<file path="src/rtl/baser_pkg.sv">
`default_nettype none
// ============================================================================
//  Module   : baser_pkg
//  Brief    : Shared constants, block type and helpers for the 10GBASE-R
//             transmit scrambler / gearbox slice.
//  Revision : 1.0  initial release
// ============================================================================
package baser_pkg;

    localparam logic [1:0] SYNC_DATA   = 2'b01;
    localparam logic [1:0] SYNC_CTRL   = 2'b10;

    localparam int SCR_TAP_A   = 38;
    localparam int SCR_TAP_B   = 57;
    localparam int SCR_WIDTH   = 58;
    localparam int GBX_SEQ_MAX = 32;

    typedef struct packed {
        logic [1:0]  hdr;
        logic [63:0] data;
    } block66_t;

    // Mirror a 64-bit word so bit 0 becomes bit 63.
    function automatic logic [63:0] bit_reverse64(input logic [63:0] v);
        logic [63:0] r;
        r = '0;
        for (int i = 0; i < 64; i++) begin
            r[i] = v[63-i];
        end
        return r;
    endfunction

endpackage
`default_nettype wire

</file>
<file path="src/rtl/lfsr_scrambler_64.sv">
`default_nettype none
// ============================================================================
//  Module   : lfsr_scrambler_64
//  Brief    : Combinational 64-bit unrolled step of the x^58+x^39+1
//             self-synchronising scrambler. The caller owns the state flop.
//  Revision : 1.0  initial release
// ============================================================================
module lfsr_scrambler_64
    import baser_pkg::*;
(
    input  logic [SCR_WIDTH-1:0] state_in,
    input  logic [63:0]          data_in,
    output logic [63:0]          data_out,
    output logic [SCR_WIDTH-1:0] state_out
);

    // Apply the serial recurrence once per payload bit, LSB first.
    always_comb begin
        logic [SCR_WIDTH-1:0] s;
        s        = state_in;
        data_out = '0;
        for (int i = 0; i < 64; i++) begin
            data_out[i] = data_in[i] ^ s[SCR_TAP_A] ^ s[SCR_TAP_B];
            s           = {s[SCR_WIDTH-2:0], data_out[i]};
        end
        state_out = s;
    end

endmodule
`default_nettype wire

</file>
<file path="src/rtl/baser_tx_scrambler_gearbox.sv">
`default_nettype none
// ============================================================================
//  Module   : baser_tx_scrambler_gearbox
//  Brief    : Scrambles 66-bit 10GBASE-R blocks and repacks them into a
//             continuous 64-bit SERDES word stream (32 blocks per 33 clks).
//  Revision : 1.0  initial release
// ============================================================================
module baser_tx_scrambler_gearbox
    import baser_pkg::*;
#(
    parameter int DATA_WIDTH        = 64,
    parameter int HDR_WIDTH         = 2,
    parameter int SCRAMBLER_DISABLE = 0,
    parameter int BIT_REVERSE       = 0
) (
    input  logic                  clk,
    input  logic                  rst,
    input  logic [DATA_WIDTH-1:0] encoded_tx_data,
    input  logic [HDR_WIDTH-1:0]  encoded_tx_hdr,
    output logic                  tx_pause,
    output logic [DATA_WIDTH-1:0] serdes_tx_data
);

    block66_t             blk;
    logic [63:0]          scr_data;
    logic [SCR_WIDTH-1:0] lfsr_step;

    logic [5:0]           seq_cnt_q,  seq_cnt_d;
    logic [63:0]          leftover_q, leftover_d;
    logic [63:0]          serdes_q,   serdes_d;
    logic [SCR_WIDTH-1:0] lfsr_q,     lfsr_d;

    logic                 pause;
    logic [127:0]         cat;
    logic [63:0]          word;

    assign blk.hdr  = encoded_tx_hdr;
    assign blk.data = encoded_tx_data;

    generate
        if (SCRAMBLER_DISABLE != 0) begin : g_scr_bypass
            assign scr_data  = blk.data;
            assign lfsr_step = lfsr_q;
        end else begin : g_scr_on
            lfsr_scrambler_64 u_scr (
                .state_in  (lfsr_q),
                .data_in   (blk.data),
                .data_out  (scr_data),
                .state_out (lfsr_step)
            );
        end
    endgenerate

    // Gearbox: append the new block above the 2*seq_cnt leftover bits, emit the low 64.
    always_comb begin
        pause      = (seq_cnt_q == 6'(GBX_SEQ_MAX));
        cat        = ({62'b0, scr_data, blk.hdr} << {seq_cnt_q, 1'b0}) | {64'b0, leftover_q};
        word       = cat[63:0];
        leftover_d = cat[127:64];
        seq_cnt_d  = seq_cnt_q + 6'd1;
        lfsr_d     = lfsr_step;
        if (pause) begin
            // Leftover is exactly full: flush it and ignore the held input block.
            word       = leftover_q;
            leftover_d = '0;
            seq_cnt_d  = '0;
            lfsr_d     = lfsr_q;
        end
        serdes_d = (BIT_REVERSE != 0) ? bit_reverse64(word) : word;
    end

    // State, leftover and output registers with asynchronous reset.
    always_ff @(posedge clk or posedge rst) begin
        if (rst) begin
            seq_cnt_q  <= '0;
            leftover_q <= '0;
            serdes_q   <= '0;
            lfsr_q     <= '1;
        end else begin
            seq_cnt_q  <= seq_cnt_d;
            leftover_q <= leftover_d;
            serdes_q   <= serdes_d;
            lfsr_q     <= lfsr_d;
        end
    end

    assign tx_pause       = (seq_cnt_q == 6'(GBX_SEQ_MAX));
    assign serdes_tx_data = serdes_q;

endmodule
`default_nettype wire

</file>
<file path="config.mk">
export PLATFORM = sky130hd
export DESIGN_NAME = baser_tx_scrambler_gearbox
export DESIGN_NICKNAME = d
export VERILOG_FILES = /design/src/rtl/baser_pkg.sv /design/src/rtl/lfsr_scrambler_64.sv /design/src/rtl/baser_tx_scrambler_gearbox.sv
export SDC_FILE = /design/constraint.sdc
export NUM_CORES = 1
export LEC_CHECK = 0
export CAP_MARGIN = 20
export CELL_PAD_IN_SITES_DETAIL_PLACEMENT = 0
export CELL_PAD_IN_SITES_GLOBAL_PLACEMENT = 1
export CORE_AREA = 2 2 208 169
export CTS_CLUSTER_DIAMETER = 80
export DETAILED_ROUTE_END_ITERATION = 10
export DIE_AREA = 0 0 210 171
export GPL_ROUTABILITY_DRIVEN = 1
export PLACE_DENSITY_LB_ADDON = 0.1
export SYNTH_ARGS = -nofsm -noshare
export SYNTH_HDL_FRONTEND = slang
export SYNTH_SLANG_ARGS = --single-unit
</file>
<file path="constraint.sdc">
create_clock -name clk -period 5.7 [get_ports clk]
set_clock_uncertainty 0.2 [all_clocks]
set_input_delay 0.57 -clock clk [delete_from_list [all_inputs] [get_ports clk]]
set_output_delay 0.57 -clock clk [all_outputs]
set_load 0.03 [all_outputs]
</file>
==> results of run 1 <==
## how the worst max path moves through the flow
stage	start	to	slack [ps]	depth (start not counted)
2_1_floorplan	seq_cnt_q[0]$_DFF_PP0_	tx_pause	2200	10
3_3_place_gp	encoded_tx_data[7]	leftover_q[40]$_DFF_PP0_	1640	7
3_5_place_dp	encoded_tx_data[7]	leftover_q[40]$_DFF_PP0_	1650	7
4_1_cts	seq_cnt_q[1]$_DFF_PP0_	leftover_q[4]$_DFF_PP0_	1740	6
5_1_grt	seq_cnt_q[0]$_DFF_PP0_	leftover_q[12]$_DFF_PP0_	1550	7
6_report	seq_cnt_q[1]$_DFF_PP0_	leftover_q[4]$_DFF_PP0_	1600	6
## registers in the layout, summed over array words and instances, names as in the netlist
register,count
leftover_q,64
lfsr_q,58
seq_cnt_q,6
serdes_tx_data,64
## report_power, final
| group | internal (mW) | switching, mW | total [mW] |
|---|---|---|---|
| Combinational | 3.23 | 5.50 | 8.73 |
| Clock | 0.670 | 0.634 | 1.30 |
| Sequential | 2.16 | 0.385 | 2.55 |
| Total | 6.06 | 6.52 | 12.6 |
## critical path: cells and delay by family, from the launching register on
family / cells / cell delay, ps
simple gates: 3 / 1820
compound gates: 3 / 1320
flops: 1 / 670
## cell usage after synthesis, types with 7 or more instances
master,number
a211oi_1,16
buf_1,10
dfstp_2,58
xnor3_1,37
clkbuf_1,86
nand2_1,141
dfrtp_1,134
buf_2,13
or3_1,12
nor3_1,28
o22ai_1,21
o21a_1,15
o211ai_1,35
and3_1,10
mux4_2,26
o221ai_1,28
a211o_1,12
o21ai_0,112
a22o_1,14
o21bai_1,13
a21o_1,39
mux2_2,14
xnor2_1,42
nand2b_1,7
xor2_1,24
a221o_1,24
xor3_1,19
nor2_1,66
mux2i_1,41
a21oi_1,43
nand3_1,35
a31oi_1,16
a221oi_1,9
inv_1,13
a22oi_1,46
and2_1,9
a32oi_1,9
## layout make-up
class                   instances  area [µm²]
clock buffers                  17       425.4
well taps                     441       551.8
flip-flops and latches        192        4881
repair buffers                173        1645
inverters                      16       65.06
clock inverters                15       192.7
multi-input cells            1051        8292
fillers                      3187       18060
## cell usage in the layout, fill, tap and decap left out, types with 7 or more instances in the layout
master / n
a211o_1: 12
a211oi_1: 16
a21o_1: 39
a21oi_1: 43
a221o_1: 24
a221oi_1: 9
a22o_1: 14
a22oi_1: 46
a31oi_1: 16
a32oi_1: 9
and2_1: 9
and3_1: 10
buf_4: 38
clkbuf_16: 17
clkdlybuf4s50_1: 132
dfrtp_1: 131
dfstp_2: 58
inv_1: 10
mux2_2: 14
mux2i_1: 41
mux4_2: 26
nand2_1: 141
nand2b_1: 7
nand3_1: 35
nor2_1: 64
nor3_1: 28
o211ai_1: 35
o21a_1: 15
o21ai_0: 112
o21bai_1: 13
o221ai_1: 28
o22ai_1: 21
or3_1: 12
xnor2_1: 42
xnor3_1: 37
xor2_1: 24
xor3_1: 19
## through the flow
step / std cells / cell area (µm²)
after floorplan: 1369 / 13660
after global placement: 1870 / 15410
after detailed placement: 1871 / 15420
after CTS: 1903 / 16030
after global routing: 1905 / 16050
final: 1905 / 16050
## routing by layer
metal  part of all wire (%)  GRT usage (%)  routed length, µm  up-vias
met2                     41          50.22              25700      938
met5                      0              0                  0        -
li1                       -              -                  -     5402
met1                     43          51.29              26930     6486
met3                     12          8.811               7295      151
met4                    4.0          13.60               2477        0
## kinds of logic after synthesis
logic type	count (synthesis)
flip-flops	192
buffers and inverters	126
AND/OR/NAND/NOR	330
XOR/XNOR	127
adder cells (fa/ha/maj)	2
AO/OA/AOI/OAI	509
multiplexers	83
==> run summary, run 1 <==
After routing, the total negative slack on setup checks comes to 0 ps. The critical path goes through nand2b_1 > nor3_1 > nor4_1 > a311oi_1 > a211oi_1 > a221o_1. The worst hold path begins at leftover_q[9]$_DFF_PP0_. The actual transition at the worst max-transition pin is 1424 ps.

The static leakage came out at 6.770 nW. The count of hold-fix buffers inserted at cts came out at 0. The area added between synthesis and finish came out at 17.54%. The power consumption is 12.58 mW. The post-detailed-routing wire length came out at 62400 µm. The number of I/O pins came out at 133. The synthesized netlist devotes 10.85% of its cell area to simple gates.

The worst path needs 4095 ps of the cycle, external delays included. The largest net degree at the start of global routing is 122. The initial antenna violation count is 2. The total die area came out at 35910 µm².

After synthesis, the share of cell area in mux cells is 8.749%. Setup violations remaining at the end of the flow were counted as 0. The delay of the slowest cell on the worst path came out at 950 ps.

Setup repair after global routing left no endpoint under its margin. Ranked by total cell area, the synthesized netlist is headed by dfrtp_1 25%, dfstp_2 11%, xnor3_1 6.1%, mux4_2 4.3%, o21ai_0 4.1%. The number of global-route vias before repair is 12260.

Across the run, the number of max-cap violations was 0. The total number of yosys warnings is 0. A synthesized cell averages 9.976 µm². The clock net in this run drives a total of 192 sinks. At the later pin of the worst-skew pair, clock insertion delay measures 470 ps. The data arrival at the endpoint of the critical path came out at 4300 ps. The worst register-to-register path ends at leftover_q[4]$_DFF_PP0_. The post-synthesis xor/xnor area fraction came out at 14.35%. For this run the aggregate overflow at the end of global routing stands at 0. The maximum fanout along the worst path came out at 26. Routability-driven placement finished with a final weighted congestion of 1.022.

The share of layout cells above drive strength 1 came out at 13.73%. The clock tree from TritonCTS is done. The total number of placement rows came out at 61.

The overall die width came out at 210 µm. The detail route stage leaves a number of antenna-violating nets equal to 0. The number of nets in the finished design came out at 1521. The path with the worst hold slack has its endpoint at serdes_tx_data[9]$_DFF_PP0_. The count of final max-slew check failures is 0.

The number of iterations in the first detailed-routing pass is 6. The cell count after synthesis came out at 1369. By area, the combinational part of the netlist is dominated by compound AO/OA/AOI/OAI gates. After legalization and detailed placement, the total HPWL measured 46520 µm.

The commonest register cell after synthesis is dfrtp_1. The final number of hold-violating endpoints was 0. The routed layout has 12980 vias. At the end of the flow the core is filled with cells to 47.05%. The worst vdd rail ir drop is 0.2808 mV.

Of all cell types, the one taking the most synthesized area is dfrtp_1. The peak clock frequency supported by timing is 244.2 MHz. The power per cell area came out at 783.6 nW/µm². The core region is 34120 µm². STA classifies the critical path endpoint as a flip-flop. Port buffering added 132 buffers. Across all setup checks in the final design, the least slack found is 1605 ps. The maximum clock insertion buffer count is 2.

The tightest slew margin relative to the limit came out at 5.054%. The root buffer cell chosen for the clock tree is clkbuf_16. The total CTS buffers is 17. The total DRC errors in the routed layout came out at 0. The number of register bits inferred by synthesis is 192. The number of distinct library cell variants in the gate-level netlist after synthesis is 75. At the placement stage, the worst setup path has a slack of 1650 ps. The total inserted antenna cells came out at 0.

The number of cells traversed by the worst register-to-register path is 6. The first-pass GRT wire length is 90110 µm. The adder-cell share of the synthesized area is 0.1832%. The hold slack came out at 226.5 ps. Counting flops with an async set or reset pin after synthesis yields a share of 100.0%. The total nets after synthesis is 1439.

The synthesized area came out at 13660 µm². The floorplan step set the die height to 171 µm. The share of the synthesized area in the top cell type came out at 24.55%. The clock-pin transition on the worst setup and hold timing paths came out at 80 ps. The initial utilization of the core area, before any placement, comes to 40.03%.

Post-CTS repair changed the size of 0 cells. The synthesized design contains 0 enable-type register cells. The detailed router finished its first iteration with 2050 violations. The worst register-to-register path begins at seq_cnt_q[1]$_DFF_PP0_. The required time at the endpoint of the critical path is 5900 ps. The flow ran to the end, and the final reports show no timing, DRC or antenna violations. The average vias per placed instance came out at 6.812.

The final routed wire length divided by cell count is 32.76 µm. Sequential elements use 35.71% of the synthesized area. The depth of the CTS H-tree came out at 4. The post-synthesis compound-gate area fraction came out at 26.55%. Dividing the final minimum period by the clock period gives 71.85%. The highest-delay cell along the critical path is nand2b_1. The total routing resource utilization after global routing is 35.27%. Along the worst hold path, the cell count comes to 1. The register-to-register setup slack came out at 1600 ps. The critical path in this run is classified as flip-flop to flip-flop. The worst hold-check path type is flip-flop to flip-flop. After clock tree synthesis, the setup repair step added 0 buffers.

The launching element type of the critical path is a flip-flop.
No activity file was read; power rests on OpenSTA's default activity.
==> run 2, diff against run 1 <==
- clock period: 5.7 -> 3.3 ns (I/O delays scaled with it)
==> run 2 against run 1 <==
  * Flip-flop and latch count stayed put
  * Sequential power is 73% higher
  * Combinational power is 110% higher
  * Power is 94% higher
  * Final cell count is 10% higher
  * Critical path depth is 3 higher
  * Core utilization is 4.7 points higher
  * Wire length is 5.9% higher
  * Die area stayed put
  * Register-to-register slack worse by 1500 ps
  * Critical endpoint is now serdes_tx_data[62]$_DFF_PP0_
  * Largest cell class unchanged
  * Largest power group unchanged
==> run summary, run 2 (synthesized netlist as in run 1, its figures left out) <==
The final cell count without fillers came out at 2100. Summing all placed instances gives a cell area of 17060 µm². Counting the buffers created by CTS gives 17. TritonCTS built the clock tree.

The die boundary height came out at 171 µm. The worst hold-check path type is primary input to async pin. The remaining number of nets flagged by the antenna check after routing came out at 0. The static leakage is 7.741 nW.

The area growth from synthesis to layout is 29.23%. Setup repair after global routing left no endpoint under its margin. At the worst endpoint, the arrival time is 3410 ps. The peak clock frequency supported by timing came out at 311.1 MHz. The worst pin sits at a relative slew slack of 27.33%. For this block, the via count after detailed routing is 13520. The overall die width is 210 µm. The total DRC errors in the routed layout is 0. The flow ran to the end, and the final reports show no timing, DRC or antenna violations. The internal power is 12.53 mW.

The power per cell area is 1384 nW/µm². The final routed wire length divided by cell count came out at 31.48 µm. The final setup violation count is 0. The maximum fanout along the worst path came out at 18. The count of final max-slew check failures came out at 0. The clock latency on the worst-skew pair is 490 ps.

At the pin with the least slew margin, the transition time is 1086 ps. The first-pass GRT wire length is 94140 µm. The kind of critical path is flip-flop to flip-flop.

The switching power summed over all nets came out at 11.89 mW. The number of iterations in the first detailed-routing pass came out at 9. Routability-driven placement finished with a final weighted congestion of 0.9991. The area of all placed cells without fillers came out at 17650 µm².

The number of nets in the finished design came out at 1716. Clock tree synthesis found a total of 192 sinks. The die covers 35910 µm². Buffers placed on the I/O ports in this run total 132. The library cell used most frequently in the layout, excluding fill and tap cells, is buf_4. The worst vdd rail ir drop is 0.6709 mV. Dividing the detail-routed via count by the number of cells gives 6.436. The share of layout cells above drive strength 1 is 23.93%. The fraction of the cycle the final worst path needs came out at 97.39%. Entering global routing, the biggest net connects 115 pins.

Combinational cells account for 73.5% of the total power. The maximum clock insertion buffer count is 2. The number of I/O pins came out at 133. The switching part of the total power came out at 48.70%. After detailed routing, the total wire length is 66110 µm. STA classifies the critical path startpoint as a flip-flop. STA classifies the critical path endpoint as a flip-flop.

In this run the clock root is driven by a clkbuf_16. The clock network fraction of design power is 8.4%. The count of hold-fix buffers inserted at cts is 0. The first-iteration detailed-routing DRC count came out at 1643.

The initial antenna violation count is 0. The final number of hold-violating endpoints came to 0. Global routing finished with a remaining overflow of 0. Once the floorplan was initialized, standard cells occupied 40.03% of the core.

The initialized floorplan defines 61 standard-cell rows. The required time at the endpoint of the critical path is 3490 ps. Of the total power, registers draw 18.0%. The clock-pin transition on the worst setup and hold timing paths came out at 70 ps. The max capacitance violation total came out at 0. The total routing resource utilization after global routing came out at 37.27%.

The standard cell core area is 34120 µm². Once detailed placement completed, the half-perimeter wirelength came to 51070 µm. The top cell types in the final layout, fill and taps aside, are 221 x buf_4, 141 x nand2_1, 131 x clkdlybuf4s50_1, 131 x dfrtp_1, 112 x o21ai_0. The number of global-route vias before repair is 12980.

The number of antenna diodes in the final layout is 0. The depth of the CTS H-tree came out at 4. The minimum clock period after layout came out at 3214 ps. The cell total after placement came out at 2066.
run 2: cell count changes in the layout (fill, tap and decap cells not counted), moves of 2 or more:
cell	change
buf_4	+183
buf_12	+14
bufinv_16	-2
clkinvlp_4	+2
inv_6	-2
run 2: worst paths after layout:
kind	startpoint	endpoint	slack, ps	cells past startpoint
hold / removal	rst	serdes_tx_data[36]$_DFF_PP0_	70	2
max in group asynchronous	rst	lfsr_q[15]$_DFFE_PP1N_	2060	3
setup reg to reg	seq_cnt_q[0]$_DFF_PP0_	serdes_tx_data[62]$_DFF_PP0_	90	9
setup / recovery	seq_cnt_q[0]$_DFF_PP0_	serdes_tx_data[62]$_DFF_PP0_	90	9
hold reg to reg	leftover_q[11]$_DFF_PP0_	serdes_tx_data[11]$_DFF_PP0_	230	1
min in group clk	leftover_q[11]$_DFF_PP0_	serdes_tx_data[11]$_DFF_PP0_	230	1
run 2: layout make-up:
class | count | area, µm²
multi-input combinational | 1051 | 8304
tap | 441 | 551.8
sequential | 192 | 4881
inverter | 16 | 65.06
timing repair buffer | 368 | 3279
clock buffer | 19 | 442.9
clock inverter | 13 | 125.1
fill | 3158 | 16470
run 2: per-layer routing:
metal	vias to the layer above	track usage (%)	share of wire, %
met5	-	0	0
met3	96	9.123	10
met1	6847	54.13	45
met4	0	10.11	2.4
li1	5790	-	-
met2	782	55.24	43
run 2: timing repair:
item                       4_1_cts  5_1_grt
setup endpoints to repair        1        9
gates resized for setup          1        3
hold endpoints to repair         0        0
setup buffers                    0        1
pin swaps                        0        1
run 2: worst max-delay path, cell delays in order, from the launching register on:
cell	delay, ps
dfrtp_1	530
buf_4	250
nand2b_1	140
buf_4	320
nor3_1	100
nor4b_1	520
buf_4	240
nand2b_1	60
mux4_2	550
o31ai_1	220
run 2: power by group through the flow:
stage	combinational, mW	sequential, mW	clock (mW)
2_1_floorplan	8.25	5.03	0
3_3_place_gp	17.3	4.39	0
3_5_place_dp	17.3	4.43	0
4_1_cts	17.4	4.39	2.11
5_1_grt	18.6	4.52	2.20
6_report	18.0	4.41	2.06
run 2: per-stage QoR:
stage	setup slack [ps]	hold slack (ps)	power, mW	util (%)	TNS (ps)
finish	86.00	66.58	24.42	51.73	0
global route	28.39	94.33	25.30	51.73	0
CTS	66.36	75.09	23.94	51.65	0
detailed placement	-139.7	212.2	21.77	49.99	-1110
global placement	-93.89	210.5	21.68	49.99	-511.7
floorplan	38.51	204.4	13.28	-	0
==> run 3, diff against run 2 <==
- CELL_PAD_IN_SITES_DETAIL_PLACEMENT: 0 -> unset
- CELL_PAD_IN_SITES_GLOBAL_PLACEMENT: 1 -> unset
- PLACE_DENSITY: unset -> 0.64
- PLACE_DENSITY_LB_ADDON: 0.1 -> unset
==> run 3 against run 2 <==
  * Critical endpoint is now leftover_q[4]$_DFF_PP0_
  * Final cell count increased by 0.33%
  * First-iteration DRC count rose by 15%
  * Clock power up 7%
  * The run now ends with setup timing left
  * Global-route usage shrank 0.072 points
  * Register-to-register slack worse by 120 ps
  * Combinational power about the same
  * Largest power group unchanged
==> run summary, run 3 (synthesized netlist as in run 1, its figures left out) <==
The flow ran to the end, but the final reports show violations. The final reports fail on setup timing. The cell type with the highest occurrence count on the critical path is buf_4.

The first-pass GRT wire length came out at 94400 µm. The largest net degree at the start of global routing is 79. The buffer type at the clock tree root is clkbuf_16.

STA puts the critical path data required time at 3460 ps. The count of final max-slew check failures is 0. The routability congestion estimate came out at 1.062.

The final routed wire length divided by cell count came out at 31.13 µm. For the pin with the worst max-slew slack, the measured transition is 973.3 ps. The post-placement setup slack came out at -381.8 ps. The fraction of the cycle the final worst path needs came out at 100.9%. The detailed router finished its first iteration with 1895 violations.

The count of hold-fix buffers inserted at cts came out at 0. The cell total after placement came out at 2074. The final setup violation count came out at 2. The maximum clock insertion buffer count is 2. In this run the critical register-to-register path is launched from lfsr_q[33]$_DFFE_PP1N_. The maximum fanout along the worst path came out at 5. The total vias in the final route is 13720.

The max capacitance violation total is 0. The power consumption came out at 24.65 mW. The total inserted antenna cells is 0.

The smallest clock period supported by the final layout is computed as 3330 ps. In the final layout, the share of cells above drive strength 1 is 24.49%. The total routing resource utilization after global routing is 37.20%. The total number of placement rows came out at 61. 133 I/O pins were placed. The average vias per placed instance is 6.514. The clock-pin transition on the worst setup and hold timing paths is 90 ps. The total die area is 35910 µm². The area added between synthesis and finish is 29.62%. The depth of the CTS H-tree came out at 4. The total DRC errors in the routed layout is 0. STA classifies the critical path endpoint as a flip-flop. In the layout the commonest cells are 234 x buf_4, 141 x nand2_1, 131 x clkdlybuf4s50_1, 130 x dfrtp_1, 109 x o21ai_0. The initial antenna violation count is 1. The tightest slew margin relative to the limit is 34.88%.

The die boundary height is 171 µm. The number of fill cells is 3184. The number of port buffers is 132. The worst hold-check path type is primary input to async pin. The final global-route overflow total is 0.

The critical path goes through xor3_1 > xnor2_2 > a22oi_1 > buf_4 > o21ai_1 > a211oi_2 > buf_4 > a221o_1. The standard cell core area is 34120 µm². The worst register-to-register path ends at leftover_q[4]$_DFF_PP0_. The final number of hold-violating endpoints came out at 0. From left edge to right edge, the die measures 210 µm. The number of cells traversed by the worst register-to-register path came out at 8.

The remaining number of nets flagged by the antenna check after routing came out at 0. The number of clock sinks seen by CTS came out at 192. The finished layout holds 2107 standard cells, fillers aside. The post-detailed-routing wire length came out at 65580 µm.

At the worst endpoint, the arrival time is 3490 ps. The launching element type of the critical path is a flip-flop. The register-to-register setup slack is -30 ps. The most common cell after layout, fill and taps aside is buf_4.

The clock tree from TritonCTS is done. The largest individual stage delay along the critical path comes from the cell dfstp_2. The initial core utilization came out at 40.03%. In this design, the stage delay of the slowest critical-path cell is 580 ps.

Setup repair after global routing left no endpoint under its margin. The number of nets in the finished design is 1723. Dividing total power by cell area gives a power density of 1393 nW/µm².

Among cell families on the critical path, the largest total delay comes from compound AO/OA/AOI/OAI gates. The number of global-route vias before repair is 13140. The number of iterations in the first detailed-routing pass is 5. The total CTS buffers came out at 17. Summed over all failing endpoints, the final setup total negative slack is -32.69 ps. The critical path contains buffers and inverters numbering 2 combined.

The peak clock frequency supported by timing came out at 300.3 MHz. The worst vdd rail ir drop came out at 0.7781 mV. By startpoint and endpoint, the worst setup path is classified as flip-flop to flip-flop. The final worst slack is -30.12 ps.

Clock latency on the worst-skew pair, taken at its later pin, is 490 ps. Detailed placement finished with a half-perimeter wire length of 51220 µm. The static leakage is 7.778 nW.
==> run 3: worst max-delay path by stage <==
stage | start | slack [ps] | cells past startpoint | end
floorplan | seq_cnt_q[0]$_DFF_PP0_ | 40 | 10 | tx_pause
global placement | encoded_tx_data[5] | -360 | 9 | leftover_q[4]$_DFF_PP0_
detailed placement | encoded_tx_data[5] | -380 | 9 | leftover_q[4]$_DFF_PP0_
CTS | lfsr_q[22]$_DFFE_PP1N_ | 40 | 8 | leftover_q[56]$_DFF_PP0_
global route | lfsr_q[33]$_DFFE_PP1N_ | 20 | 8 | leftover_q[4]$_DFF_PP0_
finish | lfsr_q[33]$_DFFE_PP1N_ | -30 | 8 | leftover_q[4]$_DFF_PP0_
==> run 3: final cells by class <==
cell class / count / area, µm² / share of cell area, %
timing repair buffer: 375 / 3268 / 18.46
clock buffer: 17 / 425.4 / 2.403
multi-input combinational: 1051 / 8318 / 46.99
clock inverter: 15 / 187.7 / 1.060
inverter: 16 / 68.82 / 0.3887
sequential: 192 / 4882 / 27.58
tap: 441 / 551.8 / 3.117
==> run 3: report_power, final <==
group / switching [mW] / internal [mW] / total (mW)
combinational: 10.2 / 7.83 / 18.0
sequential: 0.687 / 3.73 / 4.42
clock: 1.12 / 1.09 / 2.21
==> run 3: metal layers <==
layer  wire length [µm]  GRT usage [%]  up-vias  share of wire (%)
met2              27320          53.65      910                 42
met5                  0              0        -                  0
met4               1878          12.21        0                2.9
met3               7334          9.435      111                 11
li1                   -              -     5812                  -
met1              29050          54.27     6891                 44
==> run 3: repair_timing <==
action | in CTS | in global routing
hold endpoints to repair | 0 | 0
endpoints found under the setup margin | 3 | 6
resized for setup | 6 | 4
pin swaps | 0 | 1
setup buffers | 0 | 1
==> run 3: through the flow <==
stage                     cell area, µm²  hold slack (ps)  utilization [%]
after floorplan                    13660            204.4                -
after global placement             17040            209.1            49.95
after detailed placement           17050            211.6            49.97
after CTS                          17680            72.71            51.84
after global routing               17700            106.2            51.89
final                              17700            70.28            51.89
